===== src/rtl/pedal_top.sv =====
// pedal_top: audio pedal datapath. Samples arrive from the Pico over an SPI
// slave link, pass through a transparent effect stage, and are re-serialised
// to the DAC over an SPI master link with a config nibble in front.
//
// DAC driver states:
//   state    | meaning
//   ST_IDLE  | all DAC outputs low, waiting for a start request
//   ST_SHIFT | frame in flight, one bit every DAC_SCLK_DIV clocks (mode 0)
module pedal_top #(
   parameter int          DAC_SCLK_DIV = 4,
   parameter logic [3:0]  DAC_CFG      = 4'b0011
) (
   input  logic clk_25mhz,
   input  logic reset,
   input  logic com_sclk_in,
   input  logic com_mosi_in,
   input  logic com_active,
   output logic spi_audio_clk,
   output logic spi_mosi_out,
   output logic spi_active_out
);

   localparam int DIV_W = $clog2(DAC_SCLK_DIV);
   localparam logic [DIV_W-1:0] DIV_LAST = DIV_W'(DAC_SCLK_DIV - 1);
   localparam logic [DIV_W-1:0] DIV_HALF = DIV_W'(DAC_SCLK_DIV / 2);

   typedef enum logic {
      ST_IDLE,
      ST_SHIFT
   } dac_state_t;

   // ---------------------------------------------------------------
   // Input synchronisers and SCLK edge detect
   // ---------------------------------------------------------------
   logic [1:0] sclk_sync_q;
   logic [1:0] mosi_sync_q;
   logic [1:0] cs_sync_q;
   logic       sclk_prev_q;
   logic       sclk_rise;

   // Two-flop synchronisers for the Pico link plus the edge-detect history flop.
   always_ff @(posedge clk_25mhz or posedge reset) begin
      if (reset) begin
         sclk_sync_q <= '0;
         mosi_sync_q <= '0;
         cs_sync_q   <= '0;
         sclk_prev_q <= 1'b0;
      end else begin
         sclk_sync_q <= {sclk_sync_q[0], com_sclk_in};
         mosi_sync_q <= {mosi_sync_q[0], com_mosi_in};
         cs_sync_q   <= {cs_sync_q[0], com_active};
         sclk_prev_q <= sclk_sync_q[1];
      end
   end

   assign sclk_rise = sclk_sync_q[1] & ~sclk_prev_q;

   // ---------------------------------------------------------------
   // SPI receiver and passthrough audio register
   // ---------------------------------------------------------------
   // Only 15 bits are held: the 16th bit goes straight into output_audio
   // on the completing edge, so a 16th flop would never be read.
   logic [14:0] shift_q;
   logic [3:0]  bit_cnt_q;
   logic        data_is_ready;
   logic [15:0] output_audio;

   // Shift in bits while selected; publish each complete word with a one-cycle strobe.
   always_ff @(posedge clk_25mhz or posedge reset) begin
      if (reset) begin
         shift_q       <= '0;
         bit_cnt_q     <= '0;
         data_is_ready <= 1'b0;
         output_audio  <= 16'h0000;
      end else begin
         data_is_ready <= 1'b0;
         if (!cs_sync_q[1]) begin
            bit_cnt_q <= '0;
         end else if (sclk_rise) begin
            shift_q <= {shift_q[13:0], mosi_sync_q[1]};
            if (bit_cnt_q == 4'd15) begin
               output_audio  <= {shift_q, mosi_sync_q[1]};
               data_is_ready <= 1'b1;
               bit_cnt_q     <= '0;
            end else begin
               bit_cnt_q <= bit_cnt_q + 4'd1;
            end
         end
      end
   end

   // ---------------------------------------------------------------
   // DAC driver
   // ---------------------------------------------------------------
   // frame_q holds the frame below its MSB (which goes straight to MOSI at
   // start). The audio low nibble rides along at the bottom and is never
   // shifted out, since only 16 bits are sent.
   dac_state_t            state_q;
   logic [18:0]           frame_q;
   logic [3:0]            dac_bit_q;
   logic [DIV_W-1:0]      div_cnt_q;
   logic                  pend_q;
   logic                  act_q;
   logic                  sclk_q;
   logic                  mosi_q;
   logic                  start_req;

   // A strobe arriving while idle starts the frame on the very next edge.
   assign start_req = pend_q | data_is_ready;

   // DAC frame sequencer with registered SPI outputs and a single-deep request flag.
   always_ff @(posedge clk_25mhz or posedge reset) begin
      if (reset) begin
         state_q   <= ST_IDLE;
         frame_q   <= '0;
         dac_bit_q <= '0;
         div_cnt_q <= '0;
         pend_q    <= 1'b0;
         act_q     <= 1'b0;
         sclk_q    <= 1'b0;
         mosi_q    <= 1'b0;
      end else begin
         case (state_q)
            ST_IDLE: begin
               act_q  <= 1'b0;
               sclk_q <= 1'b0;
               mosi_q <= 1'b0;
               if (start_req) begin
                  state_q   <= ST_SHIFT;
                  pend_q    <= 1'b0;
                  frame_q   <= {DAC_CFG[2:0], output_audio};
                  act_q     <= 1'b1;
                  mosi_q    <= DAC_CFG[3];
                  dac_bit_q <= 4'd15;
                  div_cnt_q <= DIV_LAST;
               end
            end
            ST_SHIFT: begin
               if (data_is_ready) begin
                  pend_q <= 1'b1;
               end
               if (div_cnt_q == '0) begin
                  sclk_q <= 1'b0;
                  if (dac_bit_q == 4'd0) begin
                     state_q <= ST_IDLE;
                     act_q   <= 1'b0;
                     mosi_q  <= 1'b0;
                  end else begin
                     dac_bit_q <= dac_bit_q - 4'd1;
                     mosi_q    <= frame_q[18];
                     frame_q   <= {frame_q[17:0], 1'b0};
                     div_cnt_q <= DIV_LAST;
                  end
               end else begin
                  div_cnt_q <= div_cnt_q - DIV_W'(1);
                  if (div_cnt_q == DIV_HALF) begin
                     sclk_q <= 1'b1;
                  end
               end
            end
            default: begin
               state_q <= ST_IDLE;
            end
         endcase
      end
   end

   assign spi_active_out = act_q;
   assign spi_audio_clk  = sclk_q;
   assign spi_mosi_out   = mosi_q;

endmodule


===== config.mk =====
export PLATFORM = sky130hd
export DESIGN_NAME = pedal_top
export DESIGN_NICKNAME = d
export VERILOG_FILES = /design/src/rtl/pedal_top.sv
export SDC_FILE = /design/constraint.sdc
export NUM_CORES = 1
export LEC_CHECK = 0
export ABC_AREA = 1
export BUFFER_PORTS_ARGS = -buffer_cell sky130_fd_sc_hd__clkbuf_2
export CAP_MARGIN = 20
export CORE_ASPECT_RATIO = 0.75
export CORE_MARGIN = 2
export CORE_UTILIZATION = 60
export CTS_BUF_LIST = sky130_fd_sc_hd__clkbuf_4 sky130_fd_sc_hd__clkbuf_8
export CTS_CLUSTER_SIZE = 28
export DETAILED_ROUTE_END_ITERATION = 8
export PLACE_DENSITY_LB_ADDON = 0.12
export SLEW_MARGIN = 20
export SYNTH_ARGS = -nofsm -noshare
export SYNTH_HDL_FRONTEND = slang
export SYNTH_SLANG_ARGS = --single-unit

===== constraint.sdc =====
create_clock -name clk_25mhz -period 3.55 [get_ports clk_25mhz]
set_input_delay 0.71 -clock clk_25mhz [delete_from_list [all_inputs] [get_ports clk_25mhz]]
set_output_delay 0.71 -clock clk_25mhz [all_outputs]
set_load 0.01 [all_outputs]

Word level (Yosys, flattened, before mapping)
Cells that the tools add are included.
- bitwise operators: 4
- reduce and logical (&&, ||, !) cells: 8
- add/subtract/negate cells: 3
- multiplexer cells: 34
- equal/unequal tests: 10
- operators with widths (kind ; count):
    $mux 19 ; 3
    $pmux 19 s2 ; 1
    $mux 4 ; 6
    $mux 1 ; 14
    $pmux 1 s2 ; 5
    $pmux 4 s2 ; 1
    $reduce_and 2->1 ; 4
    $mux 2 ; 3
    $ne 2x1->1 const B ; 3
    $ne 2x2->1 const B ; 3
    $reduce_and 3->1 ; 2
    $add 4x1->4 const B ; 1
    $eq 4x4->1 const B ; 1
    $logic_not 4->1 ; 1
    $pmux 2 s2 ; 1
    $sub 4x1->4 const B ; 1
    $ne 3x1->1 const B ; 1
    $ne 3x3->1 const B ; 1
    $eq 2x2->1 const B ; 1
    $logic_not 2->1 ; 1
    $not 1->1 ; 2
    $sub 2x1->2 const B ; 1
    $and 1x1->1 ; 1
    $or 1x1->1 ; 1
- flip-flop bits (word level): 73
- output and inout bits: 3
- logic and storage cells: 75
- bits of input ports: 5

Depth between registers and ports, before layout
Gate-level depths: netlist (run 1).
- depth after elaboration: 4
- mapped depth: 8
- gate-level depth less buffers: 7

Worst setup path before layout (run 1)
OpenSTA, ideal clock, no wires.
- path kind: register to register
- from: register dac_bit_q[0]
- to: register frame_q[10]
- clock period less this slack: 1.242 ns
- setup time: 0.117 ns
- path buffers: 1
- arrival: 1.125 ns
- path slack: 2.308 ns
- cell stages (with the launch flop): 9
- data required time: 3.433 ns
- cells stage by stage: dfrtp_1 inv_1 ha_1 nand2_1 nand3_2 nand2_2 buf_6 nand2_1 nand2_1
- word-level cells in the longest chain between the ends: 3
- RTL lines (item ; line ; source):
    start, declared ; 100 ; logic [3:0] dac_bit_q;
    start signal, assigned ; 149 ; dac_bit_q <= dac_bit_q - 4'd1;
    $logic_not 4->1 ; 144 ; if (dac_bit_q == 4'd0) begin
    $ne 2x2->1 (no source line) ; n/a ;
    $reduce_and 3->1 (no source line) ; n/a ;
    end signal, assigned ; 131 ; frame_q <= {DAC_CFG[2:0], output_audio};
    end signal, assigned ; 151 ; frame_q <= {frame_q[17:0], 1'b0};
    end, declared ; 99 ; logic [18:0] frame_q;
Every way passes these cells.
A chain may end at the register's enable or synchronous reset.

Final worst setup path (run 1)
- from: register state_q
- to: register frame_q[3]
- word-level cells in the longest chain between the ends: 3
- elaborated cells between the ends (all ways): 6
- those cells by class: 3 x eq/ne; 1 x mux; 1 x bitwise; 1 x reduce/logical
- RTL lines (item ; line ; source):
    start, declared ; 98 ; dac_state_t state_q;
    start signal, assigned ; 114 ; state_q <= ST_IDLE;
    start signal, assigned ; 129 ; state_q <= ST_SHIFT;
    start signal, assigned ; 145 ; state_q <= ST_IDLE;
    $not 1->1 ; n/a ;
    $ne 2x2->1 (no source line) ; n/a ;
    $reduce_and 3->1 (no source line) ; n/a ;
Several ways; a longest one is shown, not always the timed one.

==> summary.md, run 1 <==
| Metric | Value |
|---|---|
| DRT iter0 DRCs | 149 |
| H-tree Lvls | 3 |
| Post-synthesis sequential area ratio | 0.572 |
| Number of global-route vias before repair | 2161 |
| Final hold viol count | 0 |
| CTS-repair resized insts | 0 |
| Max_cap viols | 0 |
| Status | complete, no violations |
| Startpoint types | register |
| Max clock buf depth | 2 |
| Final instance count without filler cells | 429 |
| Unrepaired setup endpoints after global routing | no |
| Mapped Avg Cell Area | 9.18 um^2 |
| Via count | 2193 |
| Routed len/inst | 12.7 um |
| Netlist cell types | 25 |
| Clock root buffer | clkbuf_8 |
| Clk_lat worst skew | 350 ps |
| Max Slew Vio Count | 0 |
| Worst Max-Slew Pin Slew | 664 ps |
| Fillers | 416 |
| Final worst-path cycle share | 0.564 |
| Area of the core | 5010 um^2 |
| Slew margin rel. | 0.557 |
| Tmin final | 2000 ps |
| CTS Hold Buffers Added | 0 |
| CP Data Required Time | 3840 ps |
| FMAX | 500 MHz |
| CTS tree | built |
| Num rows | 22 |
| FF+latch count, synth | 73 |
| Pin count of the biggest net entering global routing | 34 |
| Setup violators final | 0 |
| VDD IR max | 0.000263 V |
| Sequential Area | 1830 um^2 |
| Leakage power total | 0.00175 uW |
| Multi-input combinational cell area | 1090 um^2 |
| Number of port buffers | 7 |
| GR Util All Layers | 0.231 |
| Total Wirelength | 5.44 mm |
| Via density | 5.11 |
| Initial Util | 0.637 |
| Antenna-violating nets left | 0 |
| Cells after DPL | 413 |
| Grt ovf | 0 |
| Critical path type | register to register |
| 1st-pass router iterations | 5 |
| Detailed Place HPWL | 3.60 mm |
| Clock sinks | 73 |
| Post-CTS Setup Bufs | 0 |
| Setup_tns | 0 ps |
| Syn Std Cell Area | 3190 um^2 |
| Layout cells sized above 1 | 0.151 |
| Crit path arrival time | 2290 ps |
| Pwr/cell area | 479 nW/um^2 |
| N_diodes | 0 |
| CP Max Fanout | 25 |
| Die area | 5930 um^2 |
| Warnings from Yosys | 0 |
| DRC | 0 |
| Post-Syn Nets | 356 |
| CTS buffer count | 9 |
| Yosys top cell by area | dfrtp_1 |
| Top-area cell type share of the netlist area | 0.572 |
| Synth top area cells | dfrtp_1 (57%), nand2_1 (12%), nand3_1 (4.7%) |
| Initial antenna violation count | 0 |
| Type of the tightest min-delay check | register to register |
| Final GP Congestion | 0.746 |
| P&R area growth vs syn | 6.66% |
| Nets@finish | 360 |
| Top Ports | 8 |
| Die Y | 67.2 um |
| First-pass GRT wire length | 10.1 mm |
| Cells after Synth | 348 |
| Worst-path clk slew | 80 ps |
| CP Capture Type | register |
| Skew final | 11.8 ps |
| Die Wd | 88.2 um |
==> area by class of cell <==
cell class | count | area share
Clock buffer | 9 | 0.0364
Clock inverter | 7 | 0.0224
Inverter | 37 | 0.0408
Multi-Input combinational cell | 221 | 0.321
Sequential cell | 73 | 0.536
Tap cell | 72 | 0.0265
Timing Repair Buffer | 10 | 0.0169
==> worst max-delay path, cell delays in order, from the launching register on <==
cell     delay [ps]
dfrtp_1         680
nand3_2         550
nand2_2         510
nand2_1         100
nand2_1          90
==> cell families after synthesis <==
| family | after synthesis | share of synthesized area |
|---|---|---|
| compound gates | 51 | 0.0964 |
| xor+xnor | 2 | 0.00549 |
| fa+ha+maj | 3 | 0.0118 |
| buf+inv | 54 | 0.0858 |
| flops | 73 | 0.572 |
| simple gates | 165 | 0.228 |
==> metrics by stage <==
| step | power, uW | area (um^2) | utilization | setup slack [ps] | hold slack [ps] |
|---|---|---|---|---|---|
| 2_1_floorplan | 973 | 3190 | - | 987 | 331 |
| 3_3_place_gp | 992 | 3210 | 0.640 | 1620 | 332 |
| 3_5_place_dp | 996 | 3210 | 0.640 | 1570 | 336 |
| 4_1_cts | 1650 | 3410 | 0.680 | 1560 | 355 |
| 5_1_grt | 1710 | 3410 | 0.680 | 1260 | 380 |
| 6_report | 1630 | 3410 | 0.680 | 1550 | 355 |
==> cell usage after synthesis (all sizes together) <==
cell    number
inv         37
or2          2
clkbuf       1
ha           3
nor2        14
xnor2        2
nand3       33
nand4        4
a21oi        9
o21ai       42
dfrtp       73
nand2      112
buf         16
==> sequential cells by signal, indices dropped and copies added, names as in the netlist, 2 cells and up <==
signal / cells
mosi_sync_q: 2
frame_q: 19
cs_sync_q: 2
bit_cnt_q: 4
shift_q: 15
div_cnt_q: 2
sclk_sync_q: 2
dac_bit_q: 4
output_audio: 16
==> metal layers <==
| metal | track usage | vias to the layer above | part of all wire |
|---|---|---|---|
| met3 | 0.0917 | 9 | 0.037 |
| li1 | - | 1106 | - |
| met4 | 0.0511 | 0 | 0.014 |
| met5 | 0 | - | 0 |
| met1 | 0.317 | 1055 | 0.49 |
| met2 | 0.353 | 23 | 0.46 |
==> power breakdown <==
group          leakage (uW)  internal [uW]  switching, uW  total (uW)
logic              0.000680           23.2           48.3        71.6
registers          0.000971            877           31.8         909
clock network     0.0000966            330            320         650
==> cell usage in the layout, fill, tap and decap left out, types with 2 or more instances in the layout <==
| master | n |
|---|---|
| nand4_1 | 4 |
| nand2_1 | 106 |
| inv_2 | 2 |
| nand2_2 | 6 |
| ha_1 | 3 |
| clkinvlp_4 | 2 |
| nand3_1 | 30 |
| or2_2 | 2 |
| clkbuf_8 | 9 |
| o21ai_2 | 13 |
| buf_4 | 3 |
| xnor2_1 | 2 |
| inv_6 | 3 |
| o21ai_1 | 2 |
| dfrtp_1 | 73 |
| inv_1 | 35 |
| o21ai_0 | 27 |
| clkbuf_2 | 7 |
| a21oi_1 | 8 |
| nor2_1 | 13 |
| nand3_2 | 2 |
==> path summary, 6_finish.rpt <==
path                                           from                        to  slack [ps]  depth (start not counted)
setup / recovery                  state_q$_DFF_PP0_    frame_q[3]$_DFFE_PP0P_        1550                          4
setup reg to reg                  state_q$_DFF_PP0_    frame_q[3]$_DFFE_PP0P_        1550                          4
hold reg to reg            mosi_sync_q[0]$_DFF_PP0_  mosi_sync_q[1]$_DFF_PP0_         350                          0
hold / removal             mosi_sync_q[0]$_DFF_PP0_  mosi_sync_q[1]$_DFF_PP0_         350                          0
max in group asynchronous                     reset  bit_cnt_q[0]$_DFFE_PP0P_        2270                          3
min in group asynchronous                     reset   shift_q[12]$_DFFE_PP0P_         430                          2
(Power assumes the default switching activity.)
==> run 2, diff against run 1 <==
==> constraint.sdc (replaced) <==
create_clock -name clk_25mhz -period 1.95 [get_ports clk_25mhz]
set_input_delay 0.39 -clock clk_25mhz [delete_from_list [all_inputs] [get_ports clk_25mhz]]
set_output_delay 0.39 -clock clk_25mhz [all_outputs]
set_load 0.01 [all_outputs]
==> summary.md, run 2 (synthesized netlist as in run 1, its figures left out) <==
| Metric | Value |
|---|---|
| DRC | 0 |
| Initial antenna violation count | 0 |
| Routed len/inst | 12.1 um |
| Die area | 5930 um^2 |
| Total Wirelength | 5.24 mm |
| GR Util All Layers | 0.216 |
| Worst Max-Slew Pin Slew | 537 ps |
| Via density | 5.15 |
| Num rows | 22 |
| Worst r2r src | dac_bit_q[0]$_DFFE_PP0P_ |
| CP Capture Type | register |
| Startpoint types | register |
| Commonest cells after routing, fill and taps aside | nand2_1 (106), dfrtp_1 (73), inv_1 (35), nand3_1 (30), o21ai_0 (27) |
| Pin count of the biggest net entering global routing | 74 |
| Area of the core | 5010 um^2 |
| Leakage power total | 0.00178 uW |
| Layout cells sized above 1 | 0.158 |
| Via count | 2226 |
| Worst Setup SP | dac_bit_q[0]$_DFFE_PP0P_ |
| DRT iter0 DRCs | 123 |
| Area after DPL | 3240 um^2 |
| Post-CTS Setup Bufs | 0 |
| Clock root buffer | clkbuf_8 |
| Initial Util | 0.637 |
| CTS-repair resized insts | 0 |
| Number of port buffers | 7 |
| Clk_lat worst skew | 350 ps |
| Switch Pwr | 695 uW |
| Max_cap viols | 0 |
| Fillers | 420 |
| Max Slew Vio Count | 0 |
| Setup_tns | 0 ps |
| CTS Hold Buffers Added | 0 |
| Final GP Congestion | 0.810 |
| Critical path type | register to register |
| Biggest register | frame_q |
| Combinational fraction of design power | 0.041 |
| P&R area growth vs syn | 9.21% |
| Detailed Place HPWL | 3.46 mm |
| Worst reg-to-reg path cell count | 7 |
| Sequential power share | 0.520 |
| Unrepaired setup endpoints after global routing | no |
| Pwr/cell area | 914 nW/um^2 |
| Die Y | 67.2 um |
| CTS buffer count | 9 |
| Crit path arrival time | 1980 ps |
| Most common cell after layout, fill and taps aside | nand2_1 |
| Setup violators final | 0 |
| Final hold viol count | 0 |
| Antenna-violating nets left | 0 |
| H-tree Lvls | 3 |
| Final Util | 0.696 |
| CP Max Fanout | 21 |
| Nets@finish | 363 |
| Post-route cell area | 3490 um^2 |
| Fin Hold WS | 112 ps |
| Final worst-path cycle share | 0.870 |
| Max FFs per register | 19 |
| CP Data Required Time | 2230 ps |
| Status | complete, no violations |
| FMAX | 589 MHz |
| Worst-path clk slew | 80 ps |
| CTS tree | built |
| First-pass GRT wire length | 9.51 mm |
| VDD IR max | 0.000620 V |
| Die Wd | 88.2 um |
| Largest regs | frame_q x19, output_audio x16, shift_q x15 |
| Max clock buf depth | 2 |
| Type of the tightest min-delay check | input port to asynchronous set/reset pin |
| Skew final | 6.27 ps |
| Number of global-route vias before repair | 2155 |
| 1st-pass router iterations | 6 |
| N_diodes | 0 |
| Tmin final | 1700 ps |
| Clock sinks | 73 |
| Grt ovf | 0 |
| Cell internal pwr | 2490 uW |
| Slew margin rel. | 0.642 |
| Top Ports | 8 |
| Sw Ratio | 0.218 |
| Clock share of power | 0.439 |
## run 2: cell count changes in the layout (fill, tap and decap cells not counted)
cell | previous run | this run
inv_6 | 3 | 0
buf_4 | 3 | 5
bufinv_16 | 1 | 3
buf_12 | 0 | 1
clkinv_4 | 0 | 1
clkinvlp_4 | 2 | 3
inv_2 | 2 | 1
## run 2: critical path: stages (launching register included)
cell and delay (ps):
dfrtp_1 390, inv_1 90, ha_1 240, nand2_1 90
nand3_2 230, nand2_2 410, nand2_1 100, nand2_1 80
## run 2: area by class of cell
cell class                 instances  area (um^2)  share of cell area
clock buffer                       9          124              0.0355
multi-input combinational        221         1090               0.313
inverter                          37          143              0.0409
sequential                        73         1830               0.524
clock inverter                     7          119              0.0341
tap                               72         90.1              0.0258
timing repair buffer              13         92.6              0.0266
## run 2: per-layer routing
metal	vias up	track usage	wire length (um)
met5	-	0	0
met4	0	0.0947	85
met3	8	0.0660	203
met2	33	0.336	2400
met1	1070	0.284	2550
li1	1115	-	-
## run 2: path summary, 6_finish.rpt
| path | to | slack, ps |
|---|---|---|
| worst min register to register | cs_sync_q[1]$_DFF_PP0_ | 350 |
| worst min-delay path | shift_q[14]$_DFFE_PP0P_ | 110 |
| min in group clk_25mhz | mosi_sync_q[0]$_DFF_PP0_ | 150 |
| worst max-delay path | frame_q[2]$_DFFE_PP0P_ | 250 |
| worst max register to register | frame_q[2]$_DFFE_PP0P_ | 250 |
| max in group asynchronous | output_audio[0]$_DFFE_PP0P_ | 1520 |
## run 2: power by group through the flow
stage | sequential [uW] | clock [uW] | combinational (uW)
finish | 1660 | 1400 | 131
global route | 1670 | 1500 | 157
CTS | 1660 | 1430 | 135
detailed placement | 1690 | 0 | 134
global placement | 1680 | 0 | 127
floorplan | 1670 | 0 | 101
## run 2: metrics by stage
| stage | setup WS [ps] | std cells | power [uW] |
|---|---|---|---|
| 6_report | 253 | 432 | 3190 |
| 5_1_grt | 74.0 | 432 | 3320 |
| 4_1_cts | 270 | 432 | 3220 |
| 3_5_place_dp | 330 | 416 | 1820 |
| 3_3_place_gp | 399 | 416 | 1810 |
| 2_1_floorplan | 708 | 348 | 1770 |
==> run 3, diff against run 2 <==
==> constraint.sdc (replaced) <==
create_clock -name clk_25mhz -period 1.95 [get_ports clk_25mhz]
set_input_delay 0.585 -clock clk_25mhz [delete_from_list [all_inputs] [get_ports clk_25mhz]]
set_output_delay 0.585 -clock clk_25mhz [all_outputs]
set_load 0.01 [all_outputs]
==> summary.md, run 3 (synthesized netlist as in run 1, its figures left out) <==
| Metric | Value |
|---|---|
| Status | complete, no violations |
| Cell internal pwr | 2370 uW |
| Slew margin rel. | 0.629 |
| Pin count of the biggest net entering global routing | 74 |
| Top Ports | 8 |
| Worst reg-to-reg path cell count | 5 |
| Max_cap viols | 0 |
| DRC | 0 |
| Sequential Area | 1830 um^2 |
| Area of the core | 5010 um^2 |
| Fillers | 412 |
| VDD IR max | 0.000640 V |
| Type of the tightest min-delay check | input port to asynchronous set/reset pin |
| Reg2reg setup slack | 330 ps |
| Final Util | 0.691 |
| CTS tree | built |
| Skew final | 8.72 ps |
| Crit path largest cell delay | 490 ps |
| Max FFs per register | 19 |
| Clock sinks | 73 |
| Num rows | 22 |
| Family with the most delay on the worst path | simple AND/OR/NAND/NOR gates |
| Leakage power total | 0.00178 uW |
| Startpoint types | register |
| Buffers plus inverters on the worst setup path | 0 |
| Critical-path cell list | ha_1 -> nand3_4 -> nor2_8 -> nand2_1 -> o21ai_2 |
| Critical R2R Capture | output_audio[9]$_DFFE_PP0P_ |
| Max Slew Vio Count | 0 |
| Sequential power share | 0.547 |
| CP Data Required Time | 2220 ps |
| P&R area growth vs syn | 8.35% |
| Routed len/inst | 12.1 um |
| Post-CTS Setup Bufs | 0 |
| Largest regs | frame_q x19, output_audio x16, shift_q x15 |
| Worst Max-Slew Pin Slew | 557 ps |
| Antenna-violating nets left | 0 |
| Unrepaired setup endpoints after global routing | no |
| Final worst-path cycle share | 0.828 |
| Critical path type | register to register |
| Sw Ratio | 0.220 |
| Detailed Place HPWL | 3.38 mm |
| CP Capture Type | register |
| Via density | 5.06 |
| Area after DPL | 3240 um^2 |
| Final hold viol count | 0 |
| Die Wd | 88.2 um |
| CTS Hold Buffers Added | 0 |
| H-tree Lvls | 3 |
| Number of port buffers | 7 |
| Biggest register | frame_q |
| DRT iter0 DRCs | 135 |
| Nets@finish | 363 |
| Tmin final | 1620 ps |
| Final GP Congestion | 0.792 |
| Clk_lat worst skew | 340 ps |
| Multi-input combinational cell area | 1090 um^2 |
| Layout cells sized above 1 | 0.158 |
| Worst r2r src | bit_cnt_q[0]$_DFFE_PP0P_ |
| Clock share of power | 0.410 |
| Initial antenna violation count | 0 |
| Grt ovf | 0 |
| Clock root buffer | clkbuf_8 |
| Die Y | 67.2 um |
| CTS buffer count | 9 |
| Number of global-route vias before repair | 2139 |
| Worst-path clk slew | 70 ps |
| Initial Util | 0.637 |
| Switch Pwr | 666 uW |
| N_diodes | 0 |
| CP Max Fanout | 33 |
| Pwr Total | 3030 uW |
| Crit path arrival time | 1880 ps |
| Slowest-stage cell, CP | nor2_8 |
| FMAX | 619 MHz |
| Pwr/cell area | 876 nW/um^2 |
| Commonest cells after routing, fill and taps aside | nand2_1 (106), dfrtp_1 (73), inv_1 (35), nand3_1 (30), o21ai_0 (27) |
| Setup_tns | 0 ps |
| Post-route cell area | 3460 um^2 |
| Max clock buf depth | 2 |
| First-pass GRT wire length | 9.54 mm |
| GR Util All Layers | 0.216 |
| Combinational fraction of design power | 0.043 |
| Via count | 2188 |
| Most common cell after layout, fill and taps aside | nand2_1 |
| Total Wirelength | 5.23 mm |
| Die area | 5930 um^2 |
| Setup violators final | 0 |
| CTS-repair resized insts | 0 |
| 1st-pass router iterations | 4 |
[run 3: cell types whose count changed in the layout (fill, tap and decap cells not counted), sizes merged]
cell,change
clkinvlp,-2
clkbuf,+5
clkinv,-1
bufinv,-2
[run 3: power by group through the flow]
stage,Clock (uW),Combinational [uW],Sequential [uW]
after floorplan,0,101,1670
after global placement,0,129,1680
after detailed placement,0,134,1680
after CTS,1270,135,1660
after global routing,1350,161,1670
final,1240,130,1660
[run 3: worst register-to-register path, cell delays in order (launching register included)]
cell and delay (ps):
dfrtp_1 410, ha_1 270, nand3_4 130, nor2_8 490
nand2_1 160, o21ai_2 90
[run 3: routing by layer]
| metal | part of all wire | track usage |
|---|---|---|
| met5 | 0 | 0 |
| met4 | 0.011 | 0.0795 |
| met3 | 0.035 | 0.0733 |
| met2 | 0.45 | 0.332 |
| met1 | 0.50 | 0.289 |
[run 3: how the worst max path moves through the flow]
stage / start / to / slack, ps / cells past startpoint
after floorplan: reset / bit_cnt_q[0]$_DFFE_PP0P_ / 550 / 1
after global placement: dac_bit_q[0]$_DFFE_PP0P_ / dac_bit_q[1]$_DFFE_PP0P_ / 420 / 7
after detailed placement: bit_cnt_q[0]$_DFFE_PP0P_ / output_audio[9]$_DFFE_PP0P_ / 350 / 5
after CTS: bit_cnt_q[0]$_DFFE_PP0P_ / output_audio[9]$_DFFE_PP0P_ / 310 / 5
after global routing: bit_cnt_q[0]$_DFFE_PP0P_ / output_audio[9]$_DFFE_PP0P_ / 200 / 5
final: bit_cnt_q[0]$_DFFE_PP0P_ / output_audio[9]$_DFFE_PP0P_ / 330 / 5
[run 3: cell type report]
type                       count  share of cell area
inverter                      37              0.0412
clock inverter                 2              0.0101
timing repair buffer          13              0.0268
multi-input combinational    221               0.316
tap                           72              0.0260
clock buffer                  14              0.0521
sequential                    73               0.528
[run 3: metrics by stage]
step	worst slack [ps]	hold WS, ps	cells
2_1_floorplan	553	331	348
3_3_place_gp	420	333	416
3_5_place_dp	348	337	416
4_1_cts	308	326	432
5_1_grt	201	323	432
6_report	335	315	432
